## src/rtl/alu_exec_stage.sv

```systemverilog
// alu_exec_stage -- single-issue, multi-cycle 2-bit ALU execution stage.
//
// Three-state FSM (IDLE -> EXEC -> DONE -> IDLE). An operation is captured
// when op_valid && op_ready. It then waits LATENCY-1 extra cycles in EXEC and
// loads the result registers on the edge that enters DONE. DONE asserts
// res_valid for exactly one cycle.
//
// Parameters
//   LATENCY   EXEC cycles per operation, legal range 1..4
// Ports
//   clk, rst             clock, synchronous active-high reset
//   op_valid / op_ready  operation handshake; ready only in IDLE
//   opcode, in_A, in_B   operation select and 2-bit unsigned operands
//   res, status          registered result and carry/borrow/compare flag
//   zero, illegal        registered flags: res==0, undefined opcode
//   res_valid            one-cycle completion pulse
//   op_count             completed-operation counter, wraps at 256
module alu_exec_stage #(
  parameter int LATENCY = 1
) (
  input  logic       clk,
  input  logic       rst,
  input  logic       op_valid,
  output logic       op_ready,
  input  logic [4:0] opcode,
  input  logic [1:0] in_A,
  input  logic [1:0] in_B,
  output logic [1:0] res,
  output logic       status,
  output logic       zero,
  output logic       illegal,
  output logic       res_valid,
  output logic [7:0] op_count
);

  localparam logic [1:0] S_IDLE = 2'd0;
  localparam logic [1:0] S_EXEC = 2'd1;
  localparam logic [1:0] S_DONE = 2'd2;

  // Wait-counter load value; LATENCY is at most 4, so 2 bits suffice.
  localparam logic [1:0] CNT_INIT = 2'(LATENCY - 1);

  typedef struct packed {
    logic [4:0] opc;
    logic [1:0] a;
    logic [1:0] b;
  } op_req_t;

  typedef struct packed {
    logic [1:0] res;
    logic       status;
    logic       zero;
    logic       illegal;
  } op_rsp_t;

  logic [1:0] state;
  logic [1:0] wait_cnt;
  op_req_t    req_q;
  op_rsp_t    rsp_d;
  logic [2:0] sum3;

  assign op_ready  = (state == S_IDLE);
  assign res_valid = (state == S_DONE);

  // Combinational ALU evaluated on the captured operation only, so input
  // changes after acceptance cannot leak into the result.
  assign sum3 = {1'b0, req_q.a} + {1'b0, req_q.b};

  always_comb begin
    rsp_d = '0;
    case (req_q.opc)
      5'd0: begin rsp_d.res = sum3[1:0];            rsp_d.status = sum3[2];              end
      5'd1: begin rsp_d.res = req_q.a - req_q.b;    rsp_d.status = (req_q.a < req_q.b);  end
      5'd2: begin rsp_d.res = req_q.a & req_q.b;                                          end
      5'd3: begin rsp_d.res = req_q.a | req_q.b;                                          end
      5'd4: begin rsp_d.res = req_q.a ^ req_q.b;                                          end
      5'd5: begin rsp_d.res = req_q.a + 2'd1;       rsp_d.status = (req_q.a == 2'd3);    end
      5'd6: begin rsp_d.res = req_q.a - 2'd1;       rsp_d.status = (req_q.a == 2'd0);    end
      5'd7: begin rsp_d.res = req_q.a;              rsp_d.status = (req_q.a > req_q.b);  end
      default: rsp_d.illegal = 1'b1;  // res=0, status=0
    endcase
    rsp_d.zero = (rsp_d.res == 2'd0);
  end

  always_ff @(posedge clk) begin
    if (rst) begin
      state    <= S_IDLE;
      wait_cnt <= '0;
      req_q    <= '0;
      res      <= '0;
      status   <= 1'b0;
      zero     <= 1'b1;
      illegal  <= 1'b0;
      op_count <= '0;
    end else begin
      case (state)
        S_IDLE: begin
          if (op_valid) begin
            req_q    <= '{opc: opcode, a: in_A, b: in_B};
            wait_cnt <= CNT_INIT;
            state    <= S_EXEC;
          end
        end
        S_EXEC: begin
          if (wait_cnt != 2'd0) begin
            wait_cnt <= wait_cnt - 2'd1;
          end else begin
            res      <= rsp_d.res;
            status   <= rsp_d.status;
            zero     <= rsp_d.zero;
            illegal  <= rsp_d.illegal;
            // Counted on DONE entry so op_count is already current while
            // res_valid is high; a reset in DONE clears it anyway.
            op_count <= op_count + 8'd1;
            state    <= S_DONE;
          end
        end
        S_DONE:  state <= S_IDLE;
        default: state <= S_IDLE;
      endcase
    end
  end

endmodule

```

## config.mk

```make
export PLATFORM = sky130hd
export DESIGN_NAME = alu_exec_stage
export DESIGN_NICKNAME = d
export VERILOG_FILES = /design/src/rtl/alu_exec_stage.sv
export SDC_FILE = /design/constraint.sdc
export NUM_CORES = 1
export LEC_CHECK = 0
export CAP_MARGIN = 10
export CORE_ASPECT_RATIO = 2
export CORE_MARGIN = 10
export CORE_UTILIZATION = 45
export CTS_BUF_LIST = sky130_fd_sc_hd__clkbuf_8
export CTS_CLUSTER_DIAMETER = 150
export DETAILED_ROUTE_END_ITERATION = 10
export PLACE_DENSITY = 0.74
export SLEW_MARGIN = 20
export SYNTH_ARGS = -nofsm -noshare
export SYNTH_HDL_FRONTEND = slang
export SYNTH_SLANG_ARGS = --single-unit
```

## constraint.sdc

```tcl
create_clock -name clk -period 1.85 [get_ports clk]
set_clock_uncertainty 0.1 [all_clocks]
set_input_delay 0.37 -clock clk [delete_from_list [all_inputs] [get_ports clk]]
set_output_delay 0.37 -clock clk [all_outputs]
set_load 0.05 [all_outputs]
```

After elaboration in Yosys (flattened, before gate mapping)
Index checks and enable logic that the tools add are counted.
{"block": "classes", "magnitude_cmp": 2, "muxes": 9, "n_bitwise": 4, "eq_ne": 13, "n_addsub": 6, "reduce_logical": 11}
{"op": "== test 5 x 3 -> 1 bit, second input constant", "n": 4}
{"op": "one-hot mux 2 bit (8 select lines)", "n": 1}
{"op": "== test 5 x 2 -> 1 bit, second input constant", "n": 2}
{"op": "adder 8 x 1 -> 8 bit, second input constant", "n": 1}
{"op": "2-to-1 mux 2 bit", "n": 4}
{"op": "one-hot mux 2 bit (2 select lines)", "n": 2}
{"op": "OR reduction 8 bit", "n": 1}
{"op": "zero test 2 bit", "n": 3}
{"op": "!= test 2 bit, second input constant", "n": 3}
{"op": "AND reduction 2 bit", "n": 3}
{"op": "== test 5 x 1 -> 1 bit, second input constant", "n": 1}
{"op": "zero test 5 bit", "n": 1}
{"op": "one-hot mux 1 bit (5 select lines)", "n": 1}
{"op": "== test 2 bit, second input constant", "n": 2}
{"op": "nonzero test 2 bit", "n": 2}
{"op": "subtractor 2 x 1 -> 2 bit, second input constant", "n": 2}
{"op": "adder 2 x 2 -> 3 bit", "n": 1}
{"op": "AND reduction 3 bit", "n": 1}
{"op": "adder 2 x 1 -> 2 bit, second input constant", "n": 1}
{"op": "bitwise AND 2 bit", "n": 1}
{"op": "== test 2 x 1 -> 1 bit, second input constant", "n": 1}
{"op": "> comparator 2 bit", "n": 1}
{"op": "< comparator 2 bit", "n": 1}
{"op": "OR 2 bit", "n": 1}
{"op": "other kinds (4)", "n": 4}
{"block": "totals", "regBits": 26, "in_bits": 12}

Depth between registers and ports, before layout
Gate-level depths: netlist of run 1.
{"block": "depth", "depth_word": 3, "mapped_depth": 7, "depth_no_buf": 7}

Worst setup path before layout of run 1
No wires, ideal clock.
{"block": "synth_path", "path_kind": "register -> register", "from": "register state[0]", "to": "register req_q[0] (netlist bit)", "path_stages_with_launch": 6, "required_ns": 1.618, "synth_period_minus_slack_ns": 1.874, "t_arrival_ns": 1.642, "setup_slack_ns": -0.024, "n_path_buf": 1, "setup_ns": 0.132, "cell_sequence": "dfxtp_1 buf_2 nor2_1 nand2_1 nand2_1 a21oi_1"}
{"block": "synth_between", "elab_chain_len": 2}
{"item": "from (decl)", "line_no": "56", "source": "logic [1:0] state;"}
{"item": "from (signal assigned)", "line_no": "87", "source": "state <= S_IDLE;"}
{"item": "from (signal assigned)", "line_no": "101", "source": "state <= S_EXEC;"}
{"item": "from (signal assigned)", "line_no": "115", "source": "state <= S_DONE;"}
{"item": "zero test 2 bit"}
{"item": "named net op_ready", "line_no": "24", "source": "output logic op_ready,"}
{"item": "AND reduction 2 bit (no line)"}
{"item": "to (signal assigned)", "line_no": "99", "source": "req_q <= '{opc: opcode, a: in_A, b: in_B};"}
{"item": "to (decl)", "line_no": "58", "source": "op_req_t req_q;"}
The timed path passes the listed nets, and every way through them passes these cells.
A chain may end at the register's enable or synchronous reset.

Worst setup path in the final report of run 1
{"block": "layout_path", "from": "register req_q[2] (netlist bit)", "to": "register res[1]"}
{"block": "layout_between", "elab_chain_len": 2, "elab_cells_between_ends": 5, "cone_classes": "add/sub: 4; mux: 1"}
{"item": "subtractor 2 x 1 -> 2 bit (tied with other cells)", "line_no": "78", "source": "5'd6: begin rsp_d.res = req_q.a - 2'd1; rsp_d.status = (req_q.a == 2'd0); end"}
{"item": "one-hot mux 2 bit (8 select lines) (*)", "line_no": "71", "source": "case (req_q.opc)"}
{"item": "to (signal assigned)", "line_no": "108", "source": "res <= rsp_d.res;"}
{"item": "to (decl)", "line_no": "28", "source": "output logic [1:0] res,"}
Every way passes the cells marked *; elsewhere a longest branch is shown, timed or not.

==> results of run 1 <==
[per-layer routing]
metal / vias to the layer above / GRT usage [%]
met5: - / 0
met4: 0 / 5.68
met3: 8 / 3.34
met2: 25 / 24.2
met1: 592 / 9.81
li1: 629 / -
[layout by cell type (no fill, tap or decap), types with 4 or more instances in the layout]
cell type	n
clkdlybuf4s50_1	11
dfxtp_1	24
inv_1	9
mux2i_1	6
nor2b_1	4
nor3_1	7
buf_4	21
a21oi_1	13
xor2_1	4
ha_1	5
nor2_1	13
nand2_1	25
[worst reg2reg max path, cell delays in order (launching register included)]
cell and delay [ns]:
dfxtp_2 0.35, ha_4 0.16, fa_1 0.49, mux2i_1 0.07, or4_1 0.43, nand3_2 0.10
o31a_1 0.12
[timing repair]
| item | in CTS | in global routing |
|---|---|---|
| pin swaps | 0 | 2 |
| gates resized for setup | 5 | 0 |
| cloned | 0 | 0 |
| buffers inserted | 1 | 0 |
| endpoints found under the setup margin | 2 | 2 |
[registers in the layout, summed over array words and instances, names as in the netlist]
name      cells
res           2
zero          1
illegal       1
req_q         9
status        1
op_count      8
wait_cnt      2
state         2
[how the worst min path moves through the flow]
stage / depth (start not counted) / endpoint / from / slack [ns]
5_1_grt: 2 / zero$_SDFFE_PP1P_ / zero$_SDFFE_PP1P_ / 0.43
3_3_place_gp: 2 / zero$_SDFFE_PP1P_ / zero$_SDFFE_PP1P_ / 0.36
6_report: 2 / zero$_SDFFE_PP1P_ / zero$_SDFFE_PP1P_ / 0.39
2_1_floorplan: 2 / req_q[0]$_SDFFE_PP0P_ / req_q[0]$_SDFFE_PP0P_ / 0.37
4_1_cts: 2 / op_count[1]$_SDFFE_PP0P_ / op_count[1]$_SDFFE_PP0P_ / 0.39
3_5_place_dp: 2 / zero$_SDFFE_PP1P_ / zero$_SDFFE_PP1P_ / 0.38
[power groups by stage]
stage	clock [mW]	combinational [mW]	sequential [mW]
floorplan	0	0.134	0.648
global placement	0	0.243	0.622
detailed placement	0	0.251	0.624
CTS	0.318	0.257	0.612
global route	0.335	0.282	0.616
finish	0.311	0.257	0.612
[metrics by stage]
stage | instances | util [%] | hold WS (ns)
6_report | 224 | 59.2 | 0.395
4_1_cts | 224 | 59.2 | 0.395
5_1_grt | 224 | 59.2 | 0.433
3_5_place_dp | 220 | 56.9 | 0.376
3_3_place_gp | 220 | 56.9 | 0.361
2_1_floorplan | 167 | - | 0.373
[layout make-up]
type | count | area share, %
Clock buffer | 3 | 2.34
Inverter | 9 | 1.92
Multi-Input combinational cell | 122 | 46.5
Sequential cell | 26 | 29.7
Tap cell | 30 | 2.13
Timing Repair Buffer | 34 | 17.5
[logic make-up after synthesis]
group / count (synthesis)
and+or+nand+nor: 70
AOI/OAI and AO/OA: 30
DFF: 26
buffers and inverters: 19
adders and majority gates: 9
xor gates and xnor gates: 7
muxes: 6
==> metrics.md, run 1 <==
| Metric | Value |
|---|---|
| Status | finished with violations |
| Failing checks | negative setup slack |
| Port bufs | 26 |
| Largest net degree at the start of global routing | 14 |
| M1 wire length | 1.12 mm |
| Mapped Cells | 167 |
| Synth Flop Type | dfxtp_1 |
| Leakage Power | 0.737 nW |
| Worst rel slew slack | 73.9% |
| Synthesized flop and latch total | 26 |
| Synthesized area per cell | 8.37 um^2 |
| Synthesized Nets | 188 |
| Xor and xnor area share after synthesis | 4.39% |
| Reg2reg path depth | 6 |
| Power per Cell Area | 669 mW/mm^2 |
| Fin. Hold Viols | 0 |
| Number of synthesis warnings | 0 |
| # clock sinks | 26 |
| Adder-cell share of the synthesized area | 9.13% |
| TNS Setup | -0.0577 ns |
| DRT iter0 DRCs | 26 |
| P&R area growth vs syn | 26.1% |
| CTS Root Cell | clkbuf_8 |
| Die Span Y | 98.8 um |
| Setup crit end kind | register |
| Switching Fraction | 28.8% |
| Max-cap check violation count | 0 |
| Endpoints failing setup | 2 |
| TritonCTS Buffers | 3 |
| Final routed DRC violation total | 0 |
| Period minus WS final | 1.88 ns |
| Fmax | 532 MHz |
| Worst setup path end | res[1]$_SDFFE_PP0P_ |
| Main combinational cell family by area after synthesis | simple AND/OR/NAND/NOR gates |
| Post-synthesis instance area | 0.00140 mm^2 |
| Startpoint types | register |
| Number of enable flip-flop cells after synthesis | 0 |
| Internal | 0.841 mW |
| WP data arrival | 2.00 ns |
| Crit-path leading delay family | adder cells |
| Die ar. | 0.00587 mm^2 |
| Max Used Layer | met4 |
| WL final | 3.39 mm |
| # hold bufs at CTS | 0 |
| Core area | 0.00298 mm^2 |
| Crit path depth | 6 |
| DP Wirelength | 2.76 mm |
| FF/Latch Area | 523 um^2 |
| TritonRoute pass-1 iters | 4 |
| Worst Path Required | 1.97 ns |
| Flop pwr share | 51.9% |
| Synth area leader | dfxtp_1 |
| Max Root-Sink Buffers | 2 |
| Slew Limit Fails | 0 |
| CTS tree | built |
| DR vias | 1254 |
| Compound-Gate Fraction of Synth Area | 14.8% |
| Final Cycle Share | 102% |
| Simple-gate share of the synthesized area | 24.4% |
| Post-synth cell types | 39 |
| Design area | 0.00176 mm^2 |
| Sequential area share after synthesis | 37.2% |
| Multiplexer share of the synthesized area | 4.30% |
| IO Pins | 27 |
| Worst reg2reg endpoint | res[1]$_SDFFE_PP0P_ |
| Avg Vias per Cell | 5.60 |
| Max H-tree Level | 1 |
| Worst slack, placed | -0.0523 ns |
| Worst reg2reg setup slack | -0.03 ns |
| Combinational Power Share | 21.8% |
| Initial Util | 46.9% |
| GPL Wtd Cong | 0.816 |
| Min-Delay Path Class | reg -> reg |
| DR WL/cell | 15.1 um |
| RR Startpoint | req_q[2]$_SDFFE_PP0P_ |
| Fillers | 263 |
| Met2 WL | 2.01 mm |
| Synth top area cells | dfxtp_1, nand2_1, ha_1 |
| DP Area | 0.00169 mm^2 |
| Net switching power of the design | 0.339 mW |
| Buf/Inv on CP | 0 |
| Layout Nets | 217 |
| Max FO, Critical Path | 3 |
| Synth cell count leaders | dfxtp_1, nand2_1, nor2_1 |
| Multi-input logic area | 820 um^2 |
| Crit Path Category | reg -> reg |
| Design Power | 1.18 mW |
| Routed Antenna Nets | 0 |
| Crit path launch | req_q[2]$_SDFFE_PP0P_ |
| PnR worst setup slack | -0.0296 ns |
| Gr ovfl total | 0 |
| Antenna violations before repair | 0 |
| GRT Resource Usage Total | 12.2% |
| Async set-reset flop share out of synthesis | 0% |
| VDD IR max | 0.471 mV |
| Crit-path max cell delay | 0.49 ns |
| Clk_lat worst skew | 0.27 ns |
| Number of global-route vias before repair | 1363 |
| Critical path, cell by cell | ha_4 -> fa_1 -> mux2i_1 -> or4_1 -> nand3_2 -> o31a_1 |
| Antenna diode instance count | 0 |
| RSZ-0062 raised after global routing | true |
| Cell Rows | 28 |
| Most common cell in the netlist | dfxtp_1 |
| Met3 WL | 181 um |
| Slowest-stage cell, CP | fa_1 |
| Part of the power in the clock network | 26.4% |
| Layout cells sized above 1 | 18.0% |
| Slew at the pin closest to its max-slew limit | 0.390 ns |
| Synth top area share | 37.2% |
| Die Width | 59.4 um |
| Global-route wire length before repair | 5.77 mm |
| Clock-pin slew on the worst setup and hold paths | 0.08 ns |
No activity file was read; power rests on OpenSTA's default activity.
==> run 2: changes to the inputs <==
--- a/config.mk
+++ b/config.mk
@@ -12,7 +12,8 @@
 export CTS_BUF_LIST = sky130_fd_sc_hd__clkbuf_8
 export CTS_CLUSTER_DIAMETER = 150
 export DETAILED_ROUTE_END_ITERATION = 10
-export PLACE_DENSITY = 0.74
+export GPL_TIMING_DRIVEN = 0
+export PLACE_DENSITY = 0.71
 export SLEW_MARGIN = 20
 export SYNTH_ARGS = -nofsm -noshare
 export SYNTH_HDL_FRONTEND = slang
==> constraint.sdc (replaced) <==
create_clock -name clk -period 2.1 [get_ports clk]
set_clock_uncertainty 0.1 [all_clocks]
set_input_delay 0.42 -clock clk [delete_from_list [all_inputs] [get_ports clk]]
set_output_delay 0.42 -clock clk [all_outputs]
set_load 0.05 [all_outputs]
==> run 2 against run 1 <==
Effect of this change:
- register-to-register slack better by 0.17 ns
- sequential share of layout area up 0.20 points
- sequential power down 13%
- clock power up 5%
- critical path depth down 5
- critical endpoint is now op_count[0]
- die area unchanged
- via count up 0.72%
- critical path type is now reg -> out
- combinational power down 17%
- the flow now finishes without violations
- largest power group unchanged
==> metrics.md, run 2 (synthesis gave the netlist of run 1 again) <==
| Metric | Value |
|---|---|
| Routed Antenna Nets | 0 (unchanged) |
| Period minus WS final | 2.03 ns |
| Hold_ws | 0.394 ns (-0.00120 ns) |
| WL final | 3.32 mm (-2.1%) |
| Antenna violations before repair | 0 (unchanged) |
| Crit-path max cell delay | 0.83 ns (+0.34 ns) |
| Layout Nets | 218 (+0.46%) |
| PnR worst setup slack | 0.0702 ns (+0.0998 ns) |
| Crit-path leading delay family | buffers and inverters |
| Clock-pin slew on the worst setup and hold paths | 0.08 ns (about the same) |
| Slew at the pin closest to its max-slew limit | 0.509 ns (+0.119 ns) |
| TNS Setup | 0 ns (+0.0577 ns) |
| Worst slack, placed | 0.101 ns (+0.154 ns) |
| Worst setup path end | op_count[0] |
| DRT iter0 DRCs | 35 (+35%) |
| Endpoints failing setup | 0 (-2) |
| Max Root-Sink Buffers | 2 (unchanged) |
| Gr ovfl total | 0 (unchanged) |
| Most flops, register | req_q |
| DP Wirelength | 2.72 mm (-1.5%) |
| Worst reg2reg setup slack | 0.14 ns (+0.17 ns) |
| Port bufs | 25 (-3.8%) |
| Status | completed |
| Fillers | 282 (+7.2%) |
| Crit path launch | op_count[0]$_SDFFE_PP0P_ |
| CTS tree | built |
| WP data arrival | 1.51 ns (-0.49 ns) |
| Min-Delay Path Class | reg -> reg |
| Cell Rows | 28 (unchanged) |
| Design area | 0.00175 mm^2 (-0.92%) |
| P&R area growth vs syn | 25.0% |
| Multi-input logic area | 797 um^2 (-2.7%) |
| Worst reg2reg endpoint | zero$_SDFFE_PP1P_ |
| IO Pins | 27 (unchanged) |
| Max-cap check violation count | 0 (unchanged) |
| Critical path, cell by cell | clkdlybuf4s50_1 |
| TritonRoute pass-1 iters | 5 (+1) |
| Max FO, Critical Path | 4 (+1) |
| RSZ-0062 raised after global routing | false |
| Setup crit end kind | output pin |
| DR vias | 1263 (+0.72%) |
| Fmax | 493 MHz |
| Core area | 0.00298 mm^2 (unchanged) |
| Die Span Y | 98.8 um (unchanged) |
| DR WL/cell | 14.7 um (-3.0%) |
| VDD IR max | 0.526 mV (+12%) |
| GPL Wtd Cong | 0.893 (+9.4%) |
| Buf/Inv on CP | 1 (+1) |
| Final Cycle Share | 96.7% |
| Final routed DRC violation total | 0 (unchanged) |
| Die ar. | 0.00587 mm^2 (unchanged) |
| Largest regs | req_q (9), op_count (8) |
| FF/Latch Area | 522 um^2 (-0.24%) |
| # hold bufs at CTS | 0 (unchanged) |
| Worst Path Required | 1.58 ns (-0.39 ns) |
| # clock sinks | 26 (unchanged) |
| Startpoint types | register |
| Fin. Hold Viols | 0 (unchanged) |
| Placed cells | 222 (+0.91%) |
| Largest net degree at the start of global routing | 15 (+1) |
| Slowest-stage cell, CP | clkdlybuf4s50_1 |
| Power per Cell Area | 615 mW/mm^2 (-8.2%) |
| Final core occ | 58.7% (-0.55 points) |
| Max FFs per register | 9 (unchanged) |
| Clk_lat worst skew | 0.28 ns (about the same) |
| Crit Path Category | reg -> out |
| Antenna diode instance count | 0 (unchanged) |
| Leakage Power | 0.758 nW (+2.9%) |
| Slew Limit Fails | 0 (unchanged) |
| Global-route wire length before repair | 5.93 mm (+2.8%) |
| Layout cells sized above 1 | 7.65% (-10 points) |
| DP Area | 0.00169 mm^2 (-0.52%) |
| Design Power | 1.07 mW (-9.0%) |
| Most frequent cells in the layout | nand2_1, dfxtp_1, clkdlybuf4s50_1 |
| Die Width | 59.4 um (unchanged) |
| Final cell count without fillers | 226 (+0.89%) |
| Worst rel slew slack | 65.9% (-8.0 points) |
| GRT Resource Usage Total | 12.3% (+0.090 points) |
| Avg Vias per Cell | 5.59 (-0.17%) |
| Crit path depth | 1 (-5) |
| RR Startpoint | req_q[2]$_SDFFE_PP0P_ |
| Max H-tree Level | 1 (unchanged) |
| Number of global-route vias before repair | 1307 (-4.1%) |
| Initial Util | 46.9% (unchanged) |
| Reg2reg path depth | 6 (unchanged) |
| CTS Root Cell | clkbuf_8 |
| TritonCTS Buffers | 3 (unchanged) |
run 2: worst min-delay path by stage:
stage | start | to | slack (ns) | cells after the start
2_1_floorplan | req_q[0]$_SDFFE_PP0P_ | req_q[0]$_SDFFE_PP0P_ | 0.37 | 2
3_3_place_gp | zero$_SDFFE_PP1P_ | zero$_SDFFE_PP1P_ | 0.36 | 2
3_5_place_dp | zero$_SDFFE_PP1P_ | zero$_SDFFE_PP1P_ | 0.38 | 2
4_1_cts | zero$_SDFFE_PP1P_ | zero$_SDFFE_PP1P_ | 0.40 | 2
5_1_grt | req_q[0]$_SDFFE_PP0P_ | req_q[0]$_SDFFE_PP0P_ | 0.44 | 2
6_report | zero$_SDFFE_PP1P_ | zero$_SDFFE_PP1P_ | 0.39 | 2
run 2: layer usage:
layer	share of wire, %	GRT usage [%]	vias up
met3	5.0	2.96	5
li1	-	-	630
met2	58	23.3	28
met4	1.7	4.97	0
met5	0	0	-
met1	35	11.4	600
run 2: layout make-up:
type,count,area share (%)
Multi-Input combinational cell,122,45.6
Sequential cell,26,29.9
Timing Repair Buffer,25,14.6
Clock buffer,4,3.15
Buffer,10,2.65
Tap cell,30,2.15
Inverter,9,1.93
run 2: where the power goes:
| group | internal, mW | switching [mW] |
|---|---|---|
| logic | 0.0866 | 0.127 |
| registers | 0.514 | 0.0213 |
| clock network | 0.168 | 0.157 |
| total | 0.769 | 0.305 |
run 2: what timing repair did:
item / in CTS / in global routing
endpoints found under the hold margin: 0 / 0
setup endpoints to repair: 2 / 5
buffers inserted: 0 / 0
resized for setup: 2 / 4
==> run 3: changes to the inputs <==
--- a/config.mk
+++ b/config.mk
@@ -8,12 +8,12 @@
 export CAP_MARGIN = 10
 export CORE_ASPECT_RATIO = 2
 export CORE_MARGIN = 10
-export CORE_UTILIZATION = 45
+export CORE_UTILIZATION = 51
 export CTS_BUF_LIST = sky130_fd_sc_hd__clkbuf_8
 export CTS_CLUSTER_DIAMETER = 150
 export DETAILED_ROUTE_END_ITERATION = 10
 export GPL_TIMING_DRIVEN = 0
-export PLACE_DENSITY = 0.71
+export PLACE_DENSITY = 0.79
 export SLEW_MARGIN = 20
 export SYNTH_ARGS = -nofsm -noshare
 export SYNTH_HDL_FRONTEND = slang
==> run 3 against run 2 <==
Effect of this change:
- critical endpoint unchanged
- routed wire length increased by 5.8%
- first-iteration DRC count decreased by 26%
- sequential cell count unchanged
==> metrics.md, run 3 (synthesis gave the netlist of run 1 again) <==
| Metric | Value |
|---|---|
| Status | completed |
| # clock sinks | 26 (unchanged) |
| Fmax | 492 MHz (-0.21%) |
| Die Width | 57.0 um (-4.0%) |
| CTS tree | built |
| WL final | 3.51 mm (+5.8%) |
| Max-cap check violation count | 0 (unchanged) |
| Final routed DRC violation total | 0 (unchanged) |
| Crit-path max cell delay | 0.84 ns (about the same) |
| Antenna diode instance count | 0 (unchanged) |
| Layout Nets | 218 (unchanged) |
| Crit-path leading delay family | buffers and inverters |
| Slowest-stage cell, CP | clkdlybuf4s50_1 |
| Worst rel slew slack | 65.8% (-0.13 points) |
| Fin. Hold Viols | 0 (unchanged) |
| Met3 Usage GRT | 3.79% (+0.84 points) |
| Clock-pin slew on the worst setup and hold paths | 0.09 ns (about the same) |
| Antenna violations before repair | 0 (unchanged) |
| Setup crit end kind | output pin |
| Die ar. | 0.00536 mm^2 (-8.7%) |
| Initial Util | 53.7% (+6.8 points) |
| Critical path, cell by cell | clkdlybuf4s50_1 |
| Max H-tree Level | 1 (unchanged) |
| Gr ovfl total | 0 (unchanged) |
| Largest net degree at the start of global routing | 15 (unchanged) |
| GR Util met2 | 27.6% (+4.3 points) |
| Max FFs per register | 9 (unchanged) |
| Avg Vias per Cell | 5.72 (+2.3%) |
| TritonCTS Buffers | 3 (unchanged) |
| Die Span Y | 94.0 um (-4.8%) |
| Most crowded layer after global routing | met2 |
| # Post-CTS Setup Buffers | 0 (unchanged) |
| TritonRoute pass-1 iters | 4 (-1) |
| RSZ-0062 raised after global routing | false |
| Routed Antenna Nets | 0 (unchanged) |
| IO Pins | 27 (unchanged) |
| Max Root-Sink Buffers | 2 (unchanged) |
| Most frequent cells in the layout | nand2_1, dfxtp_1, clkdlybuf4s50_1 |
| Leakage Power | 0.739 nW (-2.5%) |
| Most flops, register | req_q |
| DR vias | 1281 (+1.4%) |
| TNS Setup | 0 ns (unchanged) |
| Global-route wire length before repair | 6.10 mm (+2.9%) |
| Layout cells sized above 1 | 7.65% (unchanged) |
| Min-Delay Path Class | reg -> reg |
| Period minus WS final | 2.03 ns (+0.00425 ns) |
| Slew at the pin closest to its max-slew limit | 0.511 ns (+0.00196 ns) |
| VDD IR max | 0.446 mV (-15%) |
| GRT Resource Usage Total | 13.5% (+1.2 points) |
| Number of global-route vias before repair | 1323 (+1.2%) |
| Clk_lat worst skew | 0.27 ns (about the same) |
| Startpoint types | register |
| Placed cells | 220 (-0.90%) |
| P&R area growth vs syn | 24.6% |
| Port bufs | 25 (unchanged) |
| Power per Cell Area | 618 mW/mm^2 (+0.51%) |
| Endpoints failing setup | 0 (unchanged) |
| Final cell count without fillers | 224 (-0.88%) |
| GR Util met1 | 11.1% (-0.37 points) |
| Cell Rows | 26 (-7.1%) |
| DP Wirelength | 2.81 mm (+3.6%) |
| DR WL/cell | 15.7 um (+6.8%) |
| Post_cts resized | 2 (unchanged) |
| Worst Path Required | 1.58 ns (about the same) |
| Largest regs | req_q (9), op_count (8) |
| Slew Limit Fails | 0 (unchanged) |
| Core area | 0.00260 mm^2 (-13%) |
| Final Cycle Share | 96.9% (+0.20 points) |
| # hold bufs at CTS | 0 (unchanged) |
| CTS Root Cell | clkbuf_8 |
| GPL Wtd Cong | 0.885 (-0.96%) |
| Buf/Inv on CP | 1 (unchanged) |
| Max FO, Critical Path | 4 (unchanged) |
| WP data arrival | 1.51 ns (about the same) |
| DRT iter0 DRCs | 26 (-26%) |
| Crit Path Category | reg -> out |
-- run 3: stage by stage --
stage / setup WS (ns) / hold slack (ns) / area, um^2 / utilization, % / power (mW)
final: 0.0660 / 0.397 / 1740 / 66.9 / 1.08
after global routing: 0.00440 / 0.429 / 1740 / 66.9 / 1.12
after CTS: 0.0381 / 0.396 / 1740 / 66.7 / 1.08
after detailed placement: 0.0848 / 0.374 / 1680 / 64.7 / 0.764
after global placement: 0.138 / 0.361 / 1680 / 64.7 / 0.753
after floorplan: 0.226 / 0.370 / 1400 / - / 0.688
-- run 3: final cells by class --
type | count | area, um^2
plain buffers | 10 | 46.3
clock buffers | 4 | 55.1
fillers | 244 | 861
inverters | 9 | 33.8
multi-input cells | 122 | 797
flip-flops and latches | 26 | 522
well taps | 28 | 35.0
repair buffers | 25 | 253
-- run 3: worst paths after layout --
check,startpoint,endpoint,slack (ns),depth (start not counted)
min,op_count[1]$_SDFFE_PP0P_,op_count[1]$_SDFFE_PP0P_,0.40,2
max,op_count[0]$_SDFFE_PP0P_,op_count[0],0.07,1
max reg2reg,req_q[2]$_SDFFE_PP0P_,zero$_SDFFE_PP1P_,0.13,6
min reg2reg,op_count[1]$_SDFFE_PP0P_,op_count[1]$_SDFFE_PP0P_,0.40,2
-- run 3: power breakdown --
group	total, mW	switching, mW	internal, mW
combinational	0.218	0.130	0.0873
clock	0.323	0.155	0.168
sequential	0.536	0.0221	0.514
total	1.08	0.307	0.769
-- run 3: routing by layer --
layer | part of all wire, % | wire [um]
met5 | 0 | 0
met2 | 60 | 2100
met1 | 32 | 1140
met3 | 5.6 | 196
met4 | 2.4 | 83
